`config.mk`:
```
export PLATFORM = sky130hd
export DESIGN_NAME = i2c_master_regs
export DESIGN_NICKNAME = d
export VERILOG_FILES = /design/src/rtl/i2c_master_regs.sv
export SDC_FILE = /design/constraint.sdc
export NUM_CORES = 1
export LEC_CHECK = 0
export CAP_MARGIN = 10
export CORE_MARGIN = 2
export CORE_UTILIZATION = 46
export DETAILED_ROUTE_END_ITERATION = 7
export HOLD_SLACK_MARGIN = 0.05
export PLACE_DENSITY = 0.79
export RECOVER_POWER = 50
export SKIP_CTS_REPAIR_TIMING = 1
export SLEW_MARGIN = 0
export SYNTH_ARGS = -nofsm -noshare
export SYNTH_HDL_FRONTEND = slang
export SYNTH_SLANG_ARGS = --single-unit
```
`constraint.sdc`:
```
create_clock -name Clk -period 1.1 [get_ports Clk]
set_input_delay 0.11 -clock Clk [delete_from_list [all_inputs] [get_ports Clk]]
set_output_delay 0.11 -clock Clk [all_outputs]
set_load 0.02 [all_outputs]
```
`src/rtl/i2c_master_regs.sv`:
```
// Register file for an I2C master: prescaler, control, transmit, command and
// status registers, plus the interrupt request. Status bits are fed by the
// byte/bit controller core. Readback is combinational from Addr.
module i2c_master_regs #(
    parameter int DWIDTH = 8,
    parameter int AWIDTH = 3
) (
    input  logic              Clk,
    input  logic              Rst_n,
    input  logic [AWIDTH-1:0] Addr,
    input  logic [DWIDTH-1:0] DataIn,
    output logic [DWIDTH-1:0] DataOut,
    input  logic              Wr,
    output logic              Int,
    output logic              Start,
    output logic              Stop,
    output logic              Read,
    output logic              Write,
    output logic              Tx_ack,
    output logic [7:0]        Tx_data,
    output logic [7:0]        Prescale,
    output logic              I2C_en,
    input  logic              Rx_ack,
    input  logic [7:0]        Rx_data,
    input  logic              I2C_busy,
    input  logic              I2C_done,
    input  logic              I2C_al
);

    // Register addresses
    localparam logic [AWIDTH-1:0] ADDR_PRER = AWIDTH'(0);
    localparam logic [AWIDTH-1:0] ADDR_CTR  = AWIDTH'(1);
    localparam logic [AWIDTH-1:0] ADDR_TXR  = AWIDTH'(2);
    localparam logic [AWIDTH-1:0] ADDR_CR   = AWIDTH'(3);
    localparam logic [AWIDTH-1:0] ADDR_RXR  = AWIDTH'(4);
    localparam logic [AWIDTH-1:0] ADDR_SR   = AWIDTH'(5);

    // CR bit positions
    localparam int CR_STA    = 7;
    localparam int CR_STO    = 6;
    localparam int CR_RD     = 5;
    localparam int CR_WR     = 4;
    localparam int CR_ACK    = 3;
    localparam int CR_AL_ACK = 2;
    localparam int CR_IACK   = 0;

    logic [7:0] data_in8;
    logic [7:0] rd_data8;

    logic [7:0] prer_reg, prer_next;
    logic [7:0] ctr_reg,  ctr_next;
    logic [7:0] txr_reg,  txr_next;
    logic [7:0] cr_reg,   cr_next;
    logic       rxack_reg;
    logic       busy_reg;
    logic       al_reg,   al_next;
    logic       if_reg,   if_next;
    logic       int_reg;

    logic       wr_prer, wr_ctr, wr_txr, wr_cr;
    logic       xfer_end;
    logic       tip;
    logic [7:0] sr_value;

    // The register map is 8 bits wide; adapt it to the bus width.
    generate
        if (DWIDTH == 8) begin : g_bus_eq
            assign data_in8 = DataIn;
            assign DataOut  = rd_data8;
        end else if (DWIDTH > 8) begin : g_bus_wide
            assign data_in8 = DataIn[7:0];
            assign DataOut  = {{(DWIDTH-8){1'b0}}, rd_data8};
        end else begin : g_bus_narrow
            assign data_in8 = {{(8-DWIDTH){1'b0}}, DataIn};
            assign DataOut  = rd_data8[DWIDTH-1:0];
        end
    endgenerate

    assign wr_prer  = Wr && (Addr == ADDR_PRER);
    assign wr_ctr   = Wr && (Addr == ADDR_CTR);
    assign wr_txr   = Wr && (Addr == ADDR_TXR);
    assign wr_cr    = Wr && (Addr == ADDR_CR);
    assign xfer_end = I2C_done | I2C_al;

    assign tip      = cr_reg[CR_RD] | cr_reg[CR_WR];
    assign sr_value = {rxack_reg, busy_reg, al_reg, 3'b000, tip, if_reg};

    // Next-state for the writable registers and the sticky status flags
    always_comb begin
        prer_next = prer_reg;
        ctr_next  = ctr_reg;
        txr_next  = txr_reg;
        cr_next   = cr_reg;
        al_next   = al_reg;
        if_next   = if_reg;

        if (wr_prer) prer_next = data_in8;
        if (wr_ctr)  ctr_next  = data_in8;
        if (wr_txr)  txr_next  = data_in8;

        // IACK and AL_ACK are one-cycle strobes; bit 1 is never stored.
        cr_next[CR_IACK]   = 1'b0;
        cr_next[CR_AL_ACK] = 1'b0;
        if (wr_cr) begin
            cr_next = {data_in8[7:2], 1'b0, data_in8[0]};
        end
        // End of transfer retires the command, overriding a concurrent write.
        if (xfer_end) begin
            cr_next[CR_STA]  = 1'b0;
            cr_next[CR_STO]  = 1'b0;
            cr_next[CR_RD]   = 1'b0;
            cr_next[CR_WR]   = 1'b0;
            cr_next[CR_IACK] = 1'b0;
        end

        // Acknowledge clears a flag, but a new event in the same cycle wins.
        if (wr_cr && data_in8[CR_IACK])   if_next = 1'b0;
        if (xfer_end)                     if_next = 1'b1;
        if (wr_cr && data_in8[CR_AL_ACK]) al_next = 1'b0;
        if (I2C_al)                       al_next = 1'b1;
    end

    // State registers; reset clears any pending command or flag
    always_ff @(posedge Clk or negedge Rst_n) begin
        if (!Rst_n) begin
            prer_reg  <= 8'hFF;
            ctr_reg   <= 8'h00;
            txr_reg   <= 8'h00;
            cr_reg    <= 8'h00;
            rxack_reg <= 1'b0;
            busy_reg  <= 1'b0;
            al_reg    <= 1'b0;
            if_reg    <= 1'b0;
            int_reg   <= 1'b0;
        end else begin
            prer_reg  <= prer_next;
            ctr_reg   <= ctr_next;
            txr_reg   <= txr_next;
            cr_reg    <= cr_next;
            rxack_reg <= Rx_ack;
            busy_reg  <= I2C_busy;
            al_reg    <= al_next;
            if_reg    <= if_next;
            int_reg   <= if_reg & ctr_reg[6];
        end
    end

    // Combinational readback mux
    always_comb begin
        rd_data8 = 8'h00;
        case (Addr)
            ADDR_PRER: rd_data8 = prer_reg;
            ADDR_CTR:  rd_data8 = ctr_reg;
            ADDR_TXR:  rd_data8 = txr_reg;
            ADDR_CR:   rd_data8 = cr_reg;
            ADDR_RXR:  rd_data8 = Rx_data;
            ADDR_SR:   rd_data8 = sr_value;
            default:   rd_data8 = 8'h00;
        endcase
    end

    assign Start    = cr_reg[CR_STA];
    assign Stop     = cr_reg[CR_STO];
    assign Read     = cr_reg[CR_RD];
    assign Write    = cr_reg[CR_WR];
    assign Tx_ack   = cr_reg[CR_ACK];
    assign Tx_data  = txr_reg;
    assign Prescale = prer_reg;
    assign I2C_en   = ctr_reg[7];
    assign Int      = int_reg;

endmodule

```
==> impl_results.md, run 1 <==
* Area added between synthesis and finish at 70.1%
* Placement Rows at 22
* Unique masters post-synth at 28
* Largest net degree at the start of global routing at 37
* Die Ht at 66.1 um
* Combinational power share at 0.376
* Worst reg2reg path endpoint: Prescale[7]
* Port Buf Inserts at 56
* Leakage at 1.47 nW
* Arr. time, crit path at 1440 ps
* Htree depth at 2
* Area share of fa/ha/maj cells after synthesis at 0
* Iter 0 DRT Violations at 62
* Syn avg cell area at 12.5 um2
* Main combinational cell family by area after synthesis: multiplexers
* Post-DP HPWL at 3.48 mm
* DRC errors left at 0
* Worst slew pin tran at 887 ps
* First drt pass iteration count at 4
* Syn Std Cell Area at 0.00177 mm2
* Pint at 3.44 mW
* Via count at 1561
* Skew final at 0.111 ps
* Synth Area in Compound Gates at 0.0833
* CTS tree: yes
* Die ar. at 0.00436 mm2
* Total power at 4.82 mW
* Effective utilization at floorplan at 0.480
* Flop pwr share at 0.359
* Die X at 66.1 um
* RR Startpoint: Prescale[7]
* Post-Syn Nets at 168
* Cell taking the most area after synthesis: dfrtp_1
* Relative slew slack at 0.409
* Main area contributors after synthesis: dfrtp_1 40%, mux2_2 13%, dfstp_2 12%
* Tcrit/Tclk final at 1.40
* Final hold vios at 0
* Worst vdd rail ir drop at 0.00109 V
* Pre-CTS setup slack at -923 ps
* Global placement routability congestion at 0.783
* Critical Path RT at 990 ps
* Final Net Count at 271
* Mux cell area share after synthesis at 0.266
* Max_cap viols at 0
* Crit path from: cr_reg[4]
* Synth Warn # at 0
* DR WL/cell at 18.9 um
* Register-to-register setup slack at 160 ps
* CTS Buf Count at 5
* FILL cells at 228
* Failing checks: negative setup slack
* Diodes inserted at 0
* Initial antenna violation count at 0
* CTS sink count at 36
* Final ANT Viol Nets at 0
* CTS clk-pin slew, worst paths at 70 ps
* NetSw at 1.38 mW
* Clock Latency Late Sink at 280 ps
* Max Clock Freq at 647 MHz
* Worst min-delay path class: in2reg
* GRT Residual Overflow at 0
* Number of global-route vias before repair at 1642
* Routed WL at 5.55 mm
* Synthesis-stage register bit count at 36
* Tightest hold margin at 389 ps
* Setup-failing EPs final at 17
* CP Capture Type: output port
* Avg Vias per Cell at 5.31
* Post-Synth XOR/XNOR Area at 0
* Final Util at 0.817
* Pins Over Slew Limit at 0
* Crit path launch type: flip-flop
* Total GRT Usage at 0.242
* Minimum clock period at 1550 ps
* Share of the synthesized area in the top cell type at 0.395
* Sw Share at 0.286
* Worst r2r path cells at 3
* Io pins at 57
* Share of layout cells above drive strength 1 at 0.557
* Part of the power in the clock network at 0.265
* Global-route wire length before repair at 7.81 mm
* Status: finished with violations
* Final worst slack at -445 ps
* Total core area at 0.00369 mm2
* Post-synthesis simple-gate area fraction at 0.102
* Clock Path Buffers at 2
* Maximum fanout along the worst path at 4
* Unrepaired setup endpoints after global routing: true
* Critical path class: reg2out
* Clock tree root driver cell: clkbuf_8
* Post-synthesis sequential area ratio at 0.514
* Mapped Cells at 142
* Crit path to: DataOut[4]
* PD cells at 1600 mW/mm2
## layer usage
| metal | vias up | track usage | routed length [um] |
|---|---|---|---|
| li1 | 712 | - | - |
| met1 | 786 | 0.292 | 2290 |
| met2 | 53 | 0.434 | 2900 |
| met3 | 10 | 0.0596 | 278 |
| met4 | 0 | 0.0561 | 89 |
| met5 | - | 0 | 0 |
## synth_stat cells, drive strengths merged
cell type,instances
a211oi,1
a21o,2
a21oi,4
a31o,2
and2,1
and4b,1
buf,7
clkbuf,1
dfrtp,28
dfstp,8
inv,2
mux2,25
mux2i,19
nand2,14
nand2b,4
nand4b,1
nor2,7
o21ai,5
o22a,5
o22ai,3
or2,2
## kinds of logic after synthesis
kind of cell	count (synthesis)
AOI/OAI and AO/OA	22
buffers and inverters	10
and+or+nand+nor	30
DFF	36
muxes	44
## worst min-delay path by stage
stage	cells past startpoint	slack [ps]	start	end
finish	1	390	I2C_busy	busy_reg
global route	1	380	I2C_busy	busy_reg
CTS	2	200	Rst_n	Tx_data[3]
detailed placement	2	510	Rst_n	Tx_data[1]
global placement	2	500	Rst_n	Tx_data[1]
floorplan	0	-190	Rst_n	Int
## layout by cell type, fill, tap and decap left out
cell             Yosys  final
mux2_4               0     17
dlygate4sd3_1        0      3
clkbuf_2             0      8
mux2i_1             19     19
nand2_1             14     13
nor2_8               2      2
nor2_4               1      1
a31o_2               2      2
buf_4                1     34
or2_1                1      1
nand2_2              0      1
nand2b_4             0      2
bufinv_16            0      1
nor2_1               4      3
clkbuf_8             0      7
clkbuf_16            0      1
buf_12               0      2
dfstp_2              8      8
nand4b_1             1      1
and2_1               1      1
nor2_2               0      1
o22a_1               5      5
dfrtp_1             28     28
and4b_2              0      1
clkdlybuf4s50_1      0     18
a21oi_1              4      4
o22ai_1              3      3
mux2_1               5      2
mux2_2              20      6
buf_2                3      1
dlymetal6s2s_1       0      3
o21ai_2              0      5
or2_2                1      1
nand2b_2             0      1
a211oi_2             0      1
inv_1                2      2
buf_6                2     34
nand2b_1             4      1
a21o_1               2      2
## power groups by stage
stage                     logic, mW  registers, mW  clock network [mW]
after global placement         1.63           1.72                   0
after global routing           1.91           1.75                1.36
after detailed placement       1.66           1.74                   0
final                          1.81           1.73                1.28
after floorplan               0.560           1.94                   0
after CTS                      1.68           1.72                1.29
## critical path: stages (launching register included)
cell and delay, ps:
dfrtp_1 450, mux2i_1 210, o22ai_1 130, a31o_2 230, buf_6 130
## final cells by class
type                            count  area [um2]  area share
Timing Repair Buffer              104         996       0.331
Multi-Input combinational cell     96         912       0.303
Sequential cell                    36         911       0.302
Clock buffer                        7        96.3      0.0320
Tap cell                           48        60.1      0.0199
Clock inverter                      1        30.0     0.00997
Inverter                            2        7.51     0.00249
## per-stage QoR
step	TNS, ps	cell area (um2)	std cells
finish	-2960	3010	294
global placement	-27760	2780	280
floorplan	-1530	1860	142
CTS	-26850	2900	288
detailed placement	-28350	2780	280
global route	-6510	3010	294
(Power assumes the default switching activity.)
==> inputs of run 2 (changes only) <==
Settings changed: CORE_MARGIN 2 to 4.
==> impl_results.md, run 2 (synthesis results as in run 1) <==
* Effective utilization at floorplan at 0.480 (unchanged)
* Sw Share at 0.289 (+0.00262)
* Inst Count DP at 280 (unchanged)
* Arr. time, crit path at 1410 ps (-30 ps)
* Share of layout cells above drive strength 1 at 0.535 (-0.0216)
* Post-DP Area at 0.00277 mm2 (-0.45%)
* DRC errors left at 0 (unchanged)
* Placement Rows at 22 (unchanged)
* Post-DP HPWL at 3.83 mm (+10%)
* Die ar. at 0.00491 mm2 (+12%)
* Register-to-register setup slack at 150 ps (about the same)
* Leakage at 1.46 nW (-0.45%)
* Tcrit/Tclk final at 1.38 (-0.0210)
* Failing checks: negative setup slack
* Routed WL at 5.64 mm (+1.5%)
* Initial antenna violation count at 0 (unchanged)
* Flop pwr share at 0.359 (about the same)
* Die X at 70.1 um (+6.1%)
* Design area at 0.00303 mm2 (+0.42%)
* RR Startpoint: Tx_data[3]
* Global-route wire length before repair at 8.51 mm (+9.0%)
* PD cells at 1620 mW/mm2 (+1.2%)
* Final Net Count at 266 (-1.8%)
* Area added between synthesis and finish at 70.8%
* Number of global-route vias before repair at 1681 (+2.4%)
* Area of the multi-input gates at 903 um2 (-0.96%)
* Htree depth at 2 (unchanged)
* Via count at 1542 (-1.2%)
* First drt pass iteration count at 4 (unchanged)
* Sequential cell area at 911 um2 (unchanged)
* Most common cell after layout, fill and taps aside: buf_6
* Final Non-Filler Cells at 289 (-1.7%)
* Worst r2r path cells at 2 (-1)
* Minimum clock period at 1520 ps (-23.1 ps)
* Avg Vias per Cell at 5.34 (+0.49%)
* Final worst slack at -422 ps (+23.1 ps)
* Io pins at 57 (unchanged)
* Diodes inserted at 0 (unchanged)
* Part of the power in the clock network at 0.264 (about the same)
* NetSw at 1.41 mW (+2.5%)
* Port Buf Inserts at 56 (unchanged)
* Crit path from: ctr_reg[2]
* Global placement routability congestion at 0.855 (+9.2%)
* FILL cells at 206 (-9.6%)
* Final hold vios at 0 (unchanged)
* CTS Buf Count at 5 (unchanged)
* Pins Over Slew Limit at 0 (unchanged)
* Worst reg2reg path endpoint: Tx_data[3]
* Relative slew slack at 0.474 (+0.0646)
* Skew final at 0.461 ps (+0.350 ps)
* Pint at 3.48 mW (+1.2%)
* DR WL/cell at 19.5 um (+3.3%)
* Clock Latency Late Sink at 300 ps (+20 ps)
* Clock Path Buffers at 2 (unchanged)
* Critical Path RT at 990 ps (about the same)
* CTS tree: yes
* Combinational power share at 0.377 (about the same)
* Unrepaired setup endpoints after global routing: true
* Final ANT Viol Nets at 0 (unchanged)
* Total power at 4.89 mW (+1.6%)
* GRT Residual Overflow at 0 (unchanged)
* Worst vdd rail ir drop at 0.00122 V (+12%)
* Total GRT Usage at 0.222 (-0.0199)
* CP Capture Type: output port
* CTS sink count at 36 (unchanged)
* Crit path to: DataOut[2]
* Largest net degree at the start of global routing at 37 (unchanged)
* Max_cap viols at 0 (unchanged)
* Worst min-delay path class: in2async
* Status: finished with violations
* Critical path class: reg2out
* Max Clock Freq at 657 MHz (+1.5%)
* Die Ht at 70.1 um (+6.1%)
* Most frequent cells in the layout: 47 x buf_6, 28 x dfrtp_1, 23 x buf_4
* Iter 0 DRT Violations at 65 (+4.8%)
* CTS clk-pin slew, worst paths at 70 ps (about the same)
* Worst slew pin tran at 790 ps (-96.9 ps)
* Maximum fanout along the worst path at 2 (-2)
* Clock tree root driver cell: clkbuf_8
* Setup-failing EPs final at 23 (+6)
* Crit path launch type: flip-flop
* Total core area at 0.00369 mm2 (unchanged)
run 2: changes by cell type in the layout (fill, tap and decap cells not counted), moves of 2 or more:
| cell | delta |
|---|---|
| clkbuf_2 | -7 |
| buf_6 | +13 |
| nand2b_1 | +2 |
| buf_4 | -11 |
run 2: final cells by class:
| cell class | instances | area share |
|---|---|---|
| repair buffers | 99 | 0.336 |
| flip-flops and latches | 36 | 0.301 |
| multi-input cells | 96 | 0.299 |
| clock buffers | 7 | 0.0318 |
| well taps | 48 | 0.0199 |
| clock inverters | 1 | 0.00993 |
| inverters | 2 | 0.00248 |
run 2: metrics by stage:
step                      setup slack (ps)  hold slack [ps]  TNS [ps]   util
after detailed placement              -963              503    -30920  0.750
after global routing                  -464              370     -4640  0.820
after global placement                -865              503    -28880  0.750
after CTS                             -964              188    -28300  0.784
after floorplan                      -79.7             -186     -1530      -
final                                 -422              366     -3410  0.820
run 2: power groups by stage:
stage               Sequential (mW)  Clock (mW)  Combinational [mW]
floorplan                      1.94           0               0.560
global placement               1.73           0                1.64
detailed placement             1.74           0                1.68
CTS                            1.73        1.32                1.69
global route                   1.78        1.38                1.94
finish                         1.75        1.29                1.84
run 2: metal layers:
metal | share of wire | GRT usage | up-vias | wire, um
li1 | - | - | 706 | -
met2 | 0.51 | 0.356 | 68 | 2890
met3 | 0.054 | 0.0748 | 12 | 302
met4 | 0.023 | 0.0766 | 0 | 129
met1 | 0.41 | 0.280 | 756 | 2320
met5 | 0 | 0 | - | 0
run 2: worst min path at each step:
stage / end / from / slack, ps
after detailed placement: ctr_reg[3] / ctr_reg[3] / 500
final: Tx_data[1] / Rst_n / 370
after floorplan: Int / Rst_n / -190
after CTS: Tx_data[4] / Rst_n / 190
after global placement: Tx_data[1] / Rst_n / 500
after global routing: busy_reg / I2C_busy / 370
run 2: worst max-delay path, cell delays in order (launching register included):
cell and delay, ps:
dfrtp_1 390, mux2i_1 230, o22ai_1 120, a31o_2 240
buf_6 130
==> patch 1 (flow settings as in run 1) <==
Make the reset (`Rst_n`) synchronous in one clocked block.
--- a/src/rtl/i2c_master_regs.sv
+++ b/src/rtl/i2c_master_regs.sv
@@ -121,7 +121,7 @@
     end
 
     // State registers; reset clears any pending command or flag
-    always_ff @(posedge Clk or negedge Rst_n) begin
+    always_ff @(posedge Clk) begin
         if (!Rst_n) begin
             prer_reg  <= 8'hFF;
             ctr_reg   <= 8'h00;
Check against the original RTL: differs if Rst_n is asserted again (counterexample within 4 cycles, from zero or initial values and one cycle with Rst_n low); with Rst_n held inactive, the same outputs for 10 cycles.
==> patch 1 against run 1 <==
Sequential cell count is the same. Largest cell class is now multi-input gates. Design area down 5.6%. Synthesized cell count increased by 25%. Wire length fell by 5.5%. Worst setup slack improved by 0.089 ns. Synthesized area shrank 2.6%. The flow still finishes with violations (negative setup slack). Global-route usage grew 0.72 points. Critical endpoint is now DataOut[0].
Power is not compared: it rests on default switching activity, and its combinational part moved more than twofold at a synthesized area within 25%.
==> patch 1: results (changes against run 1) <==
Logic synthesis
  • Area of the mapped netlist: 0.00173 sq mm (-2.6%)
  • Post-synth ARST share: 0 (-1.00)
  • Synthesized Nets: 203 (+21%)
  • Count of unique library cells instantiated by Yosys: 29 (+3.6%)
  • Leading post-synthesis cells by cell area: sky130_fd_sc_hd__dfxtp_1 42%, sky130_fd_sc_hd__mux2i_1 20%, sky130_fd_sc_hd__nor2b_1 6.5%

Global routing
  • Maximum number of pins on one net before global-route repair: 18 (-51%)
  • Met1 global-route usage: 0.281 (-0.0111)
  • First-pass GRT wire length: 8010 um (+2.6%)
  • Vias in the first global route: 1723 (+4.9%)
  • Met2 demand-to-capacity share in global routing: 0.435 (+0.000606)

Final layout
  • Proportion of final cell area spent on non-clock buffers: 0.327 (-0.00368)
  • Share of final-layout standard cells stronger than drive strength 1: 0.356 (-0.201)
  • Clock buffer instance count of the final layout: 8 (+1)
  • Number of inserted filler cells in the final layout: 242 (+6.1%)
  • Register fraction of the total cell area: 0.257 (-0.0450)
  • Non-Clock Buffer Count: 102 (-1.9%)
  • Number of nets in the layout: 300 (+11%)
  • Footprint of the multi-input gates: 0.00102 sq mm (+12%)
  • Number of combinational gates with multiple inputs: 127 (+32%)

STA
  • Skew final: 0.000307 ns (+0.000197 ns)
  • Worst Slack Setup Final: -0.356 ns (+0.0890 ns)
  • Slew of the pin with the lowest slew margin: 0.254 ns (-0.633 ns)
  • Setup violators final: 19 (+2)

Place
  • DP HPWL: 3760 um (+8.2%)
  • RePlAce Congestion: 0.812 (+3.8%)

Route
  • Initial DRC Count: 76 (+23%)
  • WL/cell: 16.3 um (-14%)
  • Routed length on met1: 2060 um (-10%)

Worst setup path
  • WP data arrival: 1.35 ns (-0.09 ns)
  • Crit path max fanout: 3 (-1)
  • Worst path slowest cell: sky130_fd_sc_hd__dfxtp_2

Status
  • Status: finished with violations
  • Violated checks: negative setup slack
## patch 1: stage by stage
stage	total power (uW)	setup WS, ns	cell area (sq um)	setup TNS, ns	std cells
2_1_floorplan	1660	-0.0755	1760	-0.337	177
3_3_place_gp	1950	-0.980	2640	-30.27	314
3_5_place_dp	1970	-1.01	2640	-31.70	314
4_1_cts	2920	-1.02	2730	-29.20	322
5_1_grt	3060	-0.419	2840	-3.70	323
6_report	2940	-0.356	2840	-3.01	323
## patch 1: path summary, 6_finish.rpt
path	start	end	slack (ns)	cells past startpoint
setup / recovery	Tx_data[0]	DataOut[0]	-0.36	4
hold / removal	Rx_ack	rxack_reg	0.41	2
setup reg to reg	if_reg	if_reg	0.21	3
hold reg to reg	ctr_reg[4]	ctr_reg[4]	0.53	2
## patch 1: kinds of logic after synthesis
logic type	after synthesis	share of synthesized area
compound gates	21	0.0877
buf+inv	14	0.0457
flops	36	0.418
mux	39	0.230
simple gates	67	0.219
==> patch 2 (settings of run 1) <==
Made on the original files. `DWIDTH`: 8 -> 12.
--- a/src/rtl/i2c_master_regs.sv
+++ b/src/rtl/i2c_master_regs.sv
@@ -2,7 +2,7 @@
 // status registers, plus the interrupt request. Status bits are fed by the
 // byte/bit controller core. Readback is combinational from Addr.
 module i2c_master_regs #(
-    parameter int DWIDTH = 8,
+    parameter int DWIDTH = 12,
     parameter int AWIDTH = 3
 ) (
     input  logic              Clk,
Interface: changed (resized DataIn and DataOut); port bits go from 57 to 65. No check against the original RTL was run, so the function may have changed too.
==> patch 2 against run 1 <==
The flow still finishes with violations (negative setup slack). Critical path depth unchanged. Wire length is 2.4% lower. Worst setup slack gained 0.032 ns. Synthesized cell count up 3.5%. Core utilization about the same. Design area rose by 0.71%. Synthesized area grew 1.9%. Sequential cell count is the same. Clock power is 21% lower. Die area up 1.8%. Fmax rose by 2.1%. Power decreased by 4.9%. Critical path type unchanged. Highest routed layer unchanged.
==> patch 2: results (changes against run 1) <==
Status
  • Status: finished with violations
  • Violated checks: negative setup slack

Global routing
  • First-pass GRT wire length: 8020 um (+2.7%)
  • Met3 usage in global routing: 0.0574 (-0.00219)
  • GRT Max-Usage Layer: met2
  • Met2 demand-to-capacity share in global routing: 0.461 (+0.0269)
  • Vias in the first global route: 1681 (+2.4%)
  • Overall fraction of global-route tracks in use: 0.251 (+0.00874)
  • Met1 global-route usage: 0.280 (-0.0114)

Place
  • DP HPWL: 3770 um (+8.3%)
  • Port Buffer Count: 56 (unchanged)
  • RePlAce Congestion: 0.846 (+8.1%)
  • Total instance count after detailed placement: 287 (+2.5%)
  • Post-placement cell area: 0.00280 sq mm (+0.90%)

STA
  • Setup violators final: 18 (+1)
  • Skew final: 0.000143 ns (+0.0000322 ns)
  • Rel. slew slack: 0.390 (-0.0186)
  • Setup TNS Final: -3.12 ns (-0.156 ns)
  • Worst Slack Setup Final: -0.414 ns (+0.0315 ns)

Power and ir drop
  • Total leakage power: 0.00150 uW (+1.7%)
  • IR drop worst, VDD: 1100 uV (+0.91%)

Final layout
  • Share of final-layout standard cells stronger than drive strength 1: 0.560 (+0.00340)
  • Number of nets in the layout: 287 (+5.9%)
  • Number of inserted filler cells in the final layout: 223 (-2.2%)
  • Final Non-Filler Cells: 305 (+3.7%)
  • Antenna diode count: 0 (unchanged)

Worst setup path
  • R2R Setup Slk: 0.08 ns (-0.08 ns)
  • WP data arrival: 1.40 ns (-0.04 ns)
  • Crit path max fanout: 3 (-1)

Logic synthesis
  • Count of unique library cells instantiated by Yosys: 29 (+3.6%)
  • Post-Synthesis Mean Instance Area: 12.3 sq um (-1.6%)
  • Sequential-to-total area share from yosys stat: 0.505 (-0.00962)
  • Most frequent cells after synthesis: 28 x sky130_fd_sc_hd__dfrtp_1, 20 x sky130_fd_sc_hd__mux2_2, 19 x sky130_fd_sc_hd__mux2i_1
  • Leading post-synthesis cells by cell area: sky130_fd_sc_hd__dfrtp_1 39%, sky130_fd_sc_hd__mux2_2 12%, sky130_fd_sc_hd__dfstp_2 12%
  • Yosys warns: 0 (unchanged)

Route
  • Detailed-route via count: 1577 (+1.0%)
  • WL/cell: 17.8 um (-5.9%)
  • Initial DRC Count: 47 (-24%)

Clock network
  • Maximum level of the CTS H-tree: 2 (unchanged)
  • Insertion delay to the later sink of the worst-skew pair: 0.29 ns
-- patch 2: cell count changes after synthesis --
cell	change
sky130_fd_sc_hd__buf_4	+4
sky130_fd_sc_hd__conb_1	+1
-- patch 2: path summary, 6_finish.rpt --
check | end | start | cells past startpoint
setup / recovery | DataOut[1] | cr_reg[4] | 4
hold / removal | cr_reg[3] | Addr[1] | 4
setup reg to reg | Tx_data[2] | Tx_data[2] | 3
hold reg to reg | ctr_reg[4] | ctr_reg[4] | 1
max in group asynchronous | Tx_data[1] | Rst_n | 2
min in group asynchronous | ctr_reg[7] | Rst_n | 2
-- patch 2: power by group --
| group | internal, uW | total (uW) | switching [uW] |
|---|---|---|---|
| sequential | 1590 | 1740 | 147 |
| combinational | 1060 | 1830 | 766 |
| clock | 558 | 1010 | 456 |
-- patch 2: area by class of cell --
type	instances	area, sq um	share of cell area
Sequential cell	36	911	0.300
Clock buffer	7	96.3	0.0318
Timing Repair Buffer	112	1030	0.341
Tap cell	48	60.1	0.0198
Inverter	2	7.51	0.00247
Multi-Input combinational cell	100	926	0.305
-- patch 2: routing by layer --
| metal | vias up | routed length, um |
|---|---|---|
| li1 | 729 | - |
| met1 | 782 | 2100 |
| met2 | 56 | 2970 |
| met3 | 10 | 245 |
| met4 | 0 | 98 |
| met5 | - | 0 |
-- patch 2: through the flow --
stage                     worst slack, ns  power, uW  hold slack [ns]
final                              -0.414       4580            0.332
after global routing               -0.438       4770            0.354
after CTS                          -0.984       4460            0.204
after detailed placement           -0.978       3440            0.494
after global placement             -0.942       3370            0.497
after floorplan                   -0.0797       2520           -0.186
-- patch 2: worst max-delay path: stages (launching register included) --
cell and delay, ns:
sky130_fd_sc_hd__dfrtp_1 0.43, sky130_fd_sc_hd__nor2_1 0.17, sky130_fd_sc_hd__a211oi_1 0.10, sky130_fd_sc_hd__mux2_4 0.26, sky130_fd_sc_hd__clkbuf_2 0.15
-- patch 2: kinds of logic (layout without fill, tap and decap cells) --
logic type,count (synthesis),after routing,share of synthesized area
muxes,44,44,0.261
DFF,36,36,0.505
and+or+nand+nor,30,30,0.100
AOI/OAI and AO/OA,22,22,0.0818
buffers and inverters,14,121,0.0499
other,1,4,0.00208
